$ cat config.mk
export PLATFORM = sky130hd
export DESIGN_NAME = vx_tex_bilerp_sched_flat
export DESIGN_NICKNAME = d
export VERILOG_FILES = /design/src/rtl/vx_tex_bilerp_sched_pkg.sv /design/src/rtl/vx_tex_bilerp_sched_if.sv /design/src/rtl/vx_tex_bilerp_sched_lerp_bank.sv /design/src/rtl/vx_tex_bilerp_sched.sv /design/src/flat_wrapper.sv
export SDC_FILE = /design/constraint.sdc
export NUM_CORES = 2
export LEC_CHECK = 0
export BUFFER_PORTS_ARGS = -buffer_cell sky130_fd_sc_hd__buf_2
export CAP_MARGIN = 20
export CELL_PAD_IN_SITES_DETAIL_PLACEMENT = 1
export CELL_PAD_IN_SITES_GLOBAL_PLACEMENT = 1
export CORE_UTILIZATION = 52
export CTS_CLUSTER_DIAMETER = 50
export DETAILED_ROUTE_END_ITERATION = 10
export GPL_TIMING_DRIVEN = 0
export HOLD_SLACK_MARGIN = 0.03
export PLACE_DENSITY = 0.95
export SYNTH_ARGS = -nofsm -noshare
export SYNTH_HDL_FRONTEND = slang
export SYNTH_SLANG_ARGS = --single-unit
$ cat constraint.sdc
create_clock -name clk -period 11.8 [get_ports clk]
set_input_delay 0.59 -clock clk [delete_from_list [all_inputs] [get_ports clk]]
set_output_delay 0.59 -clock clk [all_outputs]
set_load 0.01 [all_outputs]
$ cat src/rtl/vx_tex_bilerp_sched_pkg.sv
// Shared types and constants for the bilinear texture filter scheduler.
package vx_tex_bilerp_sched_pkg;

    localparam int unsigned LERP_LATENCY = 3;
    localparam int unsigned NUM_TEXELS   = 4;
    localparam int unsigned NUM_CHANNELS = 4;
    localparam int unsigned CHANNEL_W    = 8;
    localparam int unsigned CNT_W        = 3;

    typedef logic [NUM_CHANNELS-1:0][CHANNEL_W-1:0] rgba8_t;
    typedef logic [NUM_TEXELS-1:0][NUM_CHANNELS-1:0][CHANNEL_W-1:0] texels_t;

    typedef enum logic [2:0] {
        IDLE,
        H0,
        H1,
        WAIT_H,
        V,
        WAIT_V,
        DONE
    } state_t;

endpackage

$ cat src/rtl/vx_tex_bilerp_sched_if.sv
// Request/response handshake bundle between texel fetch and the bilinear scheduler.
interface vx_tex_bilerp_sched_if #(
    parameter int unsigned TAG_WIDTH = 8
);
    import vx_tex_bilerp_sched_pkg::*;

    logic                 req_valid;
    logic                 req_ready;
    logic                 req_filter;
    texels_t              req_texels;
    logic [CHANNEL_W-1:0] req_frac_u;
    logic [CHANNEL_W-1:0] req_frac_v;
    logic [TAG_WIDTH-1:0] req_tag;
    logic                 rsp_valid;
    rgba8_t               rsp_color;
    logic [TAG_WIDTH-1:0] rsp_tag;
    logic                 rsp_ready;

    modport master (
        output req_valid, req_filter, req_texels, req_frac_u, req_frac_v, req_tag, rsp_ready,
        input  req_ready, rsp_valid, rsp_color, rsp_tag
    );

    modport slave (
        input  req_valid, req_filter, req_texels, req_frac_u, req_frac_v, req_tag, rsp_ready,
        output req_ready, rsp_valid, rsp_color, rsp_tag
    );

endinterface

$ cat src/rtl/vx_tex_bilerp_sched_lerp_bank.sv
// Four free-running per-channel 8-bit lerps; result appears exactly three cycles after operands.
module vx_tex_bilerp_sched_lerp_bank
    import vx_tex_bilerp_sched_pkg::*;
(
    input  logic                 clk,
    input  rgba8_t               a,
    input  rgba8_t               b,
    input  logic [CHANNEL_W-1:0] frac,
    output rgba8_t               y
);

    localparam int unsigned PROD_W = 2 * CHANNEL_W;

    logic [CHANNEL_W-1:0] frac_inv;

    assign frac_inv = CHANNEL_W'(8'd255 - frac);

    for (genvar c = 0; c < NUM_CHANNELS; c++) begin : g_ch
        logic [PROD_W-1:0]    p0;
        logic [PROD_W-1:0]    p1;
        logic [PROD_W-1:0]    s;
        logic [CHANNEL_W-1:0] q;

        // multiply, rounded sum, then divide by 255 via (s + s/256) / 256
        always_ff @(posedge clk) begin
            p0 <= PROD_W'(a[c]) * PROD_W'(frac_inv);
            p1 <= PROD_W'(b[c]) * PROD_W'(frac);
            s  <= p0 + p1 + PROD_W'(128);
            q  <= CHANNEL_W'((s + (s >> CHANNEL_W)) >> CHANNEL_W);
        end

        assign y[c] = q;
    end

endmodule

$ cat src/rtl/vx_tex_bilerp_sched.sv
// Bilinear filter scheduler: two horizontal lerps then one vertical lerp on a shared lerp bank.
module vx_tex_bilerp_sched
    import vx_tex_bilerp_sched_pkg::*;
#(
    parameter int unsigned TAG_WIDTH = 8
) (
    input  logic                  clk,
    input  logic                  reset,
    vx_tex_bilerp_sched_if.slave  bus
);

    state_t               state;
    state_t               state_next;
    logic [CNT_W-1:0]     cnt;
    logic                 req_ready_q;
    logic                 rsp_valid_q;
    rgba8_t               rsp_color_q;
    logic [TAG_WIDTH-1:0] rsp_tag_q;

    rgba8_t               op_a;
    rgba8_t               op_b;
    logic [CHANNEL_W-1:0] op_f;
    rgba8_t               t2_q;
    rgba8_t               t3_q;
    logic [CHANNEL_W-1:0] fv_q;
    rgba8_t               r0_q;
    rgba8_t               bank_y;

    logic handshake;
    logic cap_r0;
    logic cap_r1;
    logic cap_out;

    assign handshake = (state == IDLE) && bus.req_valid;
    assign cap_r0    = (state == WAIT_H) && (cnt == CNT_W'(LERP_LATENCY - 2));
    assign cap_r1    = (state == WAIT_H) && (cnt == CNT_W'(LERP_LATENCY - 1));
    assign cap_out   = (state == WAIT_V) && (cnt == CNT_W'(LERP_LATENCY - 1));

    // state register; cnt restarts on every state change
    always_ff @(posedge clk) begin
        if (reset) begin
            state       <= IDLE;
            cnt         <= '0;
            req_ready_q <= 1'b1;
            rsp_valid_q <= 1'b0;
        end else begin
            state       <= state_next;
            cnt         <= (state_next != state) ? '0 : cnt + CNT_W'(1);
            req_ready_q <= (state_next == IDLE);
            rsp_valid_q <= (state_next == DONE);
        end
    end

    always_comb begin
        state_next = state;
        case (state)
            IDLE:    if (bus.req_valid) state_next = bus.req_filter ? H0 : DONE;
            H0:      state_next = H1;
            H1:      state_next = WAIT_H;
            WAIT_H:  if (cap_r1) state_next = V;
            V:       state_next = WAIT_V;
            WAIT_V:  if (cap_out) state_next = DONE;
            DONE:    if (bus.rsp_ready) state_next = IDLE;
            default: state_next = IDLE;
        endcase
    end

    // operand registers hold their value outside H0/H1/V to keep the bank quiet
    always_ff @(posedge clk) begin
        if (reset) begin
            op_a        <= '0;
            op_b        <= '0;
            op_f        <= '0;
            t2_q        <= '0;
            t3_q        <= '0;
            fv_q        <= '0;
            r0_q        <= '0;
            rsp_color_q <= '0;
            rsp_tag_q   <= '0;
        end else begin
            if (handshake) begin
                rsp_tag_q <= bus.req_tag;
                t2_q      <= bus.req_texels[2];
                t3_q      <= bus.req_texels[3];
                fv_q      <= bus.req_frac_v;
                if (bus.req_filter) begin
                    op_a <= bus.req_texels[0];
                    op_b <= bus.req_texels[1];
                    op_f <= bus.req_frac_u;
                end else begin
                    rsp_color_q <= bus.req_texels[0];
                end
            end
            if (state == H0) begin
                op_a <= t2_q;
                op_b <= t3_q;
            end
            if (cap_r0) r0_q <= bank_y;
            if (cap_r1) begin
                op_a <= r0_q;
                op_b <= bank_y;
                op_f <= fv_q;
            end
            if (cap_out) rsp_color_q <= bank_y;
        end
    end

    vx_tex_bilerp_sched_lerp_bank u_bank (
        .clk  (clk),
        .a    (op_a),
        .b    (op_b),
        .frac (op_f),
        .y    (bank_y)
    );

    assign bus.req_ready = req_ready_q;
    assign bus.rsp_valid = rsp_valid_q;
    assign bus.rsp_color = rsp_color_q;
    assign bus.rsp_tag   = rsp_tag_q;

endmodule

$ cat src/flat_wrapper.sv
// flat-port wrapper written by rule: the top's interface ports become plain ports
module vx_tex_bilerp_sched_flat import vx_tex_bilerp_sched_pkg::*;
#(
    parameter int unsigned TAG_WIDTH = 8
)
  (clk, reset, bus_req_valid, bus_req_filter, bus_req_texels, bus_req_frac_u, bus_req_frac_v, bus_req_tag, bus_rsp_ready, bus_req_ready, bus_rsp_valid, bus_rsp_color, bus_rsp_tag);
  vx_tex_bilerp_sched_if #(.TAG_WIDTH(TAG_WIDTH)) bus_i ();
  input  logic clk;
  input  logic reset;
  input wire logic [$bits(bus_i.req_valid)-1:0] bus_req_valid;
  input wire logic [$bits(bus_i.req_filter)-1:0] bus_req_filter;
  input wire logic [$bits(bus_i.req_texels)-1:0] bus_req_texels;
  input wire logic [$bits(bus_i.req_frac_u)-1:0] bus_req_frac_u;
  input wire logic [$bits(bus_i.req_frac_v)-1:0] bus_req_frac_v;
  input wire logic [$bits(bus_i.req_tag)-1:0] bus_req_tag;
  input wire logic [$bits(bus_i.rsp_ready)-1:0] bus_rsp_ready;
  output wire logic [$bits(bus_i.req_ready)-1:0] bus_req_ready;
  output wire logic [$bits(bus_i.rsp_valid)-1:0] bus_rsp_valid;
  output wire logic [$bits(bus_i.rsp_color)-1:0] bus_rsp_color;
  output wire logic [$bits(bus_i.rsp_tag)-1:0] bus_rsp_tag;
  assign bus_i.req_valid = bus_req_valid;
  assign bus_i.req_filter = bus_req_filter;
  assign bus_i.req_texels = bus_req_texels;
  assign bus_i.req_frac_u = bus_req_frac_u;
  assign bus_i.req_frac_v = bus_req_frac_v;
  assign bus_i.req_tag = bus_req_tag;
  assign bus_i.rsp_ready = bus_rsp_ready;
  assign bus_req_ready = bus_i.req_ready;
  assign bus_rsp_valid = bus_i.rsp_valid;
  assign bus_rsp_color = bus_i.rsp_color;
  assign bus_rsp_tag = bus_i.rsp_tag;
  vx_tex_bilerp_sched #(.TAG_WIDTH(TAG_WIDTH)) u_core (.clk(clk), .reset(reset), .bus(bus_i));
endmodule
==> results.ini, run 1 <==
[synth]
postSynthCellCount=4000
ys_seq_elements=448
async_flop_share_pct=0
seq_area_frac_synth_pct=25.1
synth_area_per_cell_um2=8.94
ys_types=71
synth.cell_area_um2=35700
synth_edf_count=0
syn-num-nets=4884
synth.yosys.warnings=0
synthFlopType=dfxtp_1

[clock_tree]
post_cts_resize_count=0
hold_buffers=0
cts_buffer_depth=3
htreeDepth=2
clock-sinks=448
cts_buffers=61
post_cts_buffers=0
clock-root-buffer=clkbuf_16

[die]
io_pins=199
die_x_um=264
initial_utilization_pct=52.9
die_y_um=264
row_count=95

[global_route]
grt_max_degree=17
grt_util_all_layers_pct=66.8
grt-ovfl-total=25

[run_status]
status=did not finish
stop_stage=5_1_grt
tool.error=[ERROR GRT-0232] Routing congestion too high. Check the congestion heatmap in the GUI.

[place]
post-place-ws_ps=5500
hpwlAfterDp_um=111000
place_congestion=0.980
io_buffers=197
post_dp_cell_area_um2=37800

## stage by stage
| step | cells | util [%] | hold slack [ps] |
|---|---|---|---|
| 2_1_floorplan | 4000 | - | 420 |
| 3_3_place_gp | 5070 | 55.9 | 432 |
| 3_5_place_dp | 5071 | 55.9 | 443 |
| 4_1_cts | 5186 | 59.1 | 151 |
## logic make-up after synthesis
logic type / share of synthesized area, %
compound gates: 12.6
xor+xnor: 3.85
fa+ha+maj: 31.6
buf+inv: 6.60
flops: 25.1
mux: 1.90
simple gates: 18.3
## synth_stat cells (28+ instances only)
library cell	instances	area share, %
a211oi_1	28	0.59
a21o_1	43	0.90
a21oi_1	268	3.8
a311oi_2	28	1.2
and2_1	213	3.7
clkbuf_1	130	1.4
dfxtp_1	448	25
fa_1	292	16
ha_1	435	15
inv_1	440	4.6
mux2i_1	68	1.9
nand2_1	491	5.2
nand2b_1	71	1.2
nand3_1	38	0.53
nor2_1	156	1.6
nor2b_1	231	4.0
nor3_1	45	0.63
o211ai_1	76	1.6
o21ai_0	104	1.5
xnor2_1	109	2.7
xor2_1	48	1.2
## layer usage
metal	GRT overflow	GRT usage, %
met5	0	35.1
met4	11	67.6
met3	4	54.2
met2	10	82.4
met1	0	64.3
==> inputs of run 2 (changes only) <==
--- a/config.mk
+++ b/config.mk
@@ -7,14 +7,10 @@
 export LEC_CHECK = 0
 export BUFFER_PORTS_ARGS = -buffer_cell sky130_fd_sc_hd__buf_2
 export CAP_MARGIN = 20
-export CELL_PAD_IN_SITES_DETAIL_PLACEMENT = 1
-export CELL_PAD_IN_SITES_GLOBAL_PLACEMENT = 1
-export CORE_UTILIZATION = 52
-export CTS_CLUSTER_DIAMETER = 50
+export CORE_UTILIZATION = 40
 export DETAILED_ROUTE_END_ITERATION = 10
 export GPL_TIMING_DRIVEN = 0
-export HOLD_SLACK_MARGIN = 0.03
-export PLACE_DENSITY = 0.95
+export PLACE_DENSITY_LB_ADDON = 0.15
 export SYNTH_ARGS = -nofsm -noshare
 export SYNTH_HDL_FRONTEND = slang
 export SYNTH_SLANG_ARGS = --single-unit
==> results.ini, run 2 <==
[run_status]
status=finished with violations
violations=DRC

[pwr]
leakage_nw=19.5
combinationalPowerShare_pct=43.5
p_sw_w=0.00287
vdd_ir_drop_max_mv=0.131
p_per_area_nw_per_um2=173
swShare_pct=41.6
p_int_w=0.00403
sequentialPowerShare_pct=33.1
p_clk_share_pct=23.5

[synth]
seq_area_frac_synth_pct=25.1  ; unchanged
synth.most_common_cell=nand2_1
ys_types=71  ; unchanged
synth_common_cells=491 x nand2_1, 448 x dfxtp_1, 440 x inv_1
synth.cell_area_um2=35700  ; unchanged
ys_seq_elements=448  ; unchanged
synth_area_per_cell_um2=8.94  ; unchanged
netlist_top_cells_area=dfxtp_1 25%, fa_1 16%, ha_1 15%, nand2_1 5.2%, inv_1 4.6%
synth_edf_count=0  ; unchanged
yosysTopAreaCellShare_pct=25.1  ; unchanged
syn-num-nets=4884  ; unchanged
async_flop_share_pct=0  ; unchanged
postSynthCellCount=4000  ; unchanged
synth_area_leader_cell=dfxtp_1
synthFlopType=dfxtp_1
synth.yosys.warnings=0  ; unchanged

[drt]
ant_nets=0
wl_per_cell_um=20.8
first_pass_iters=10
via_per_inst=5.20
dr.first_iter.drc_count=1747
route.vias.total=28400
wirelength_um=113000
drc_errors=12

[global_route]
antenna_found_initial=7
grt_pass1_wl_um=171000
grt_max_degree=14
grt_util_all_layers_pct=25.0
grt-ovfl-total=0
grt_pass1_vias=28100

[clock_tree]
cts_buffers=51  ; -16%
clock-sinks=448  ; unchanged
cts_buffer_depth=3  ; unchanged
clock_latency_ps=610
clk_pin_slew_ps=60
tritoncts=yes
clock-root-buffer=clkbuf_16
htreeDepth=2  ; unchanged
hold_buffers=0  ; unchanged
post_cts_resize_count=0  ; unchanged
post_cts_buffers=0  ; unchanged

[sta]
clock_skew_ps=35.1
hold_viol=0
drv_slew=0
setup_tns_ps=0
fin_crit_sh_pct=52.1
max_slew.worst_pin.slew_ps=1160
setup_viol=0
max_slew_margin_pct=22.7
max_freq_ghz=0.163
grt_setup_unrepaired=no
postLayoutSetupSlackWorst_ps=5660
fin_crit_ps=6140

[layout]
multi_input_comb_area_um2=24400
num-fill-cells=8823
finalNetCount=5135
layout_common_cells=491 x nand2_1, 448 x dfxtp_1, 440 x inv_1
top_regs=u_core.u_bank.g_ch.p0 x64, u_core.u_bank.g_ch.p1 x64, u_core.u_bank.g_ch.s x64
regArea_um2=8970
final_common_cell=nand2_1
syn2layout_area_growth_pct=11.7
drive_gt1_share_pct=8.37

[critical_path]
crit_buf_inv=5
crit_family=adder cells
cp.arrival_ps=6540
cp_slowest_stage_delay_ps=790
reg2reg_from=u_core.op_f[5]
startpoint_type=register
crit_start=u_core.op_f[5]
crit_path_max_fanout=10
r2r_cells=16
path_common_cell=fa_1
r2r_slack_ps=5660
r2r_end=u_core.u_bank.g_ch[3].p1[15]
critical_path_class=register to register
critical-path-slowest-cell=a2111oi_0
critical_path_depth=16
cp-end-kind=register
crit_path_end=u_core.u_bank.g_ch[3].p1[15]
crit_chain=clkbuf_1 > clkbuf_1 > nand2_1 > fa_1 > fa_1 > inv_1 > fa_1 > inv_1 > fa_1 > inv_1 > ha_1 > o21ai_0 > a21oi_1 > o41ai_4 > mux2i_1 > a2111oi_0
cp.required_ps=12200

[place]
hpwlAfterDp_um=92400  ; -17%
io_buffers=197  ; unchanged
place_congestion=0.913  ; -6.8%
post-place-ws_ps=5510  ; +8.85 ps

[die]
dieArea_um2=90600
die_x_um=301  ; +14%
die_y_um=301  ; +14%
io_pins=199  ; unchanged
row_count=109  ; +15%
core_um2=88500
initial_utilization_pct=40.4  ; -12 points

[flow_run]
cap_violations=0

[min_path]
hp-class=input port to register

## run 2: cell counts after synthesis
No cell type changed its count.
## run 2: logic make-up after synthesis
kind of cell | share of synthesized area, %
simple gates | 18.3
fa+ha+maj | 31.6
compound gates | 12.6
buf+inv | 6.60
flops | 25.1
xor+xnor | 3.85
mux | 1.90
## run 2: worst min path at each step
stage | from | cells past startpoint | end | slack, ps
after global routing | bus_req_frac_v[7] | 3 | u_core.fv_q[7] | 210
after CTS | bus_req_texels[110] | 3 | u_core.t3_q[14] | 180
final | bus_req_texels[117] | 3 | u_core.t3_q[21] | 210
after global placement | u_core.bus.rsp_tag[0] | 2 | u_core.bus.rsp_tag[0] | 440
after detailed placement | u_core.u_bank.g_ch[1].p1[0] | 1 | u_core.u_bank.g_ch[1].s[0] | 440
after floorplan | u_core.u_bank.g_ch[0].p1[0] | 1 | u_core.u_bank.g_ch[0].s[0] | 420
## run 2: cell type report
cell class / count / share of cell area (%)
clock inverters: 22 / 0.539
clock buffers: 70 / 3.73
repair buffers: 198 / 2.48
well taps: 1165 / 3.65
flip-flops and latches: 448 / 22.5
diodes: 3 / 0.0188
plain buffers: 166 / 1.77
inverters: 440 / 4.14
multi-input cells: 2946 / 61.2
## run 2: power groups by stage
stage	logic, W	clock network, W	registers [W]
2_1_floorplan	0.00210	0	0.00208
4_1_cts	0.00300	0.00165	0.00228
6_report	0.00300	0.00162	0.00228
3_5_place_dp	0.00296	0	0.00231
3_3_place_gp	0.00298	0	0.00231
5_1_grt	0.00337	0.00171	0.00231
## run 2: layer usage
| metal | wire (µm) | track usage, % |
|---|---|---|
| met3 | 5480 | 2.55 |
| met4 | 2920 | 6.37 |
| met2 | 52100 | 40.8 |
| met1 | 53000 | 35.3 |
| met5 | 0 | 0 |
## run 2: worst reg2reg max path: cells and delay by family, from the launching register on
kind / cells / cell delay [ps]
compound gates: 4 / 1520
fa+ha+maj: 5 / 2290
buf+inv: 5 / 1510
flops: 1 / 320
mux: 1 / 130
simple gates: 1 / 180
## run 2: per-stage QoR
stage / std cells / hold WS (ps) / util (%) / power (W) / area [µm²]
4_1_cts: 5455 / 180 / 45.1 / 0.00693 / 39900
2_1_floorplan: 4000 / 420 / - / 0.00417 / 35700
5_1_grt: 5455 / 209 / 45.1 / 0.00739 / 39900
6_report: 5458 / 206 / 45.1 / 0.00690 / 39900
3_3_place_gp: 5362 / 439 / 43.1 / 0.00529 / 38200
3_5_place_dp: 5363 / 438 / 43.2 / 0.00527 / 38200
No activity file was read; power rests on OpenSTA's default activity.
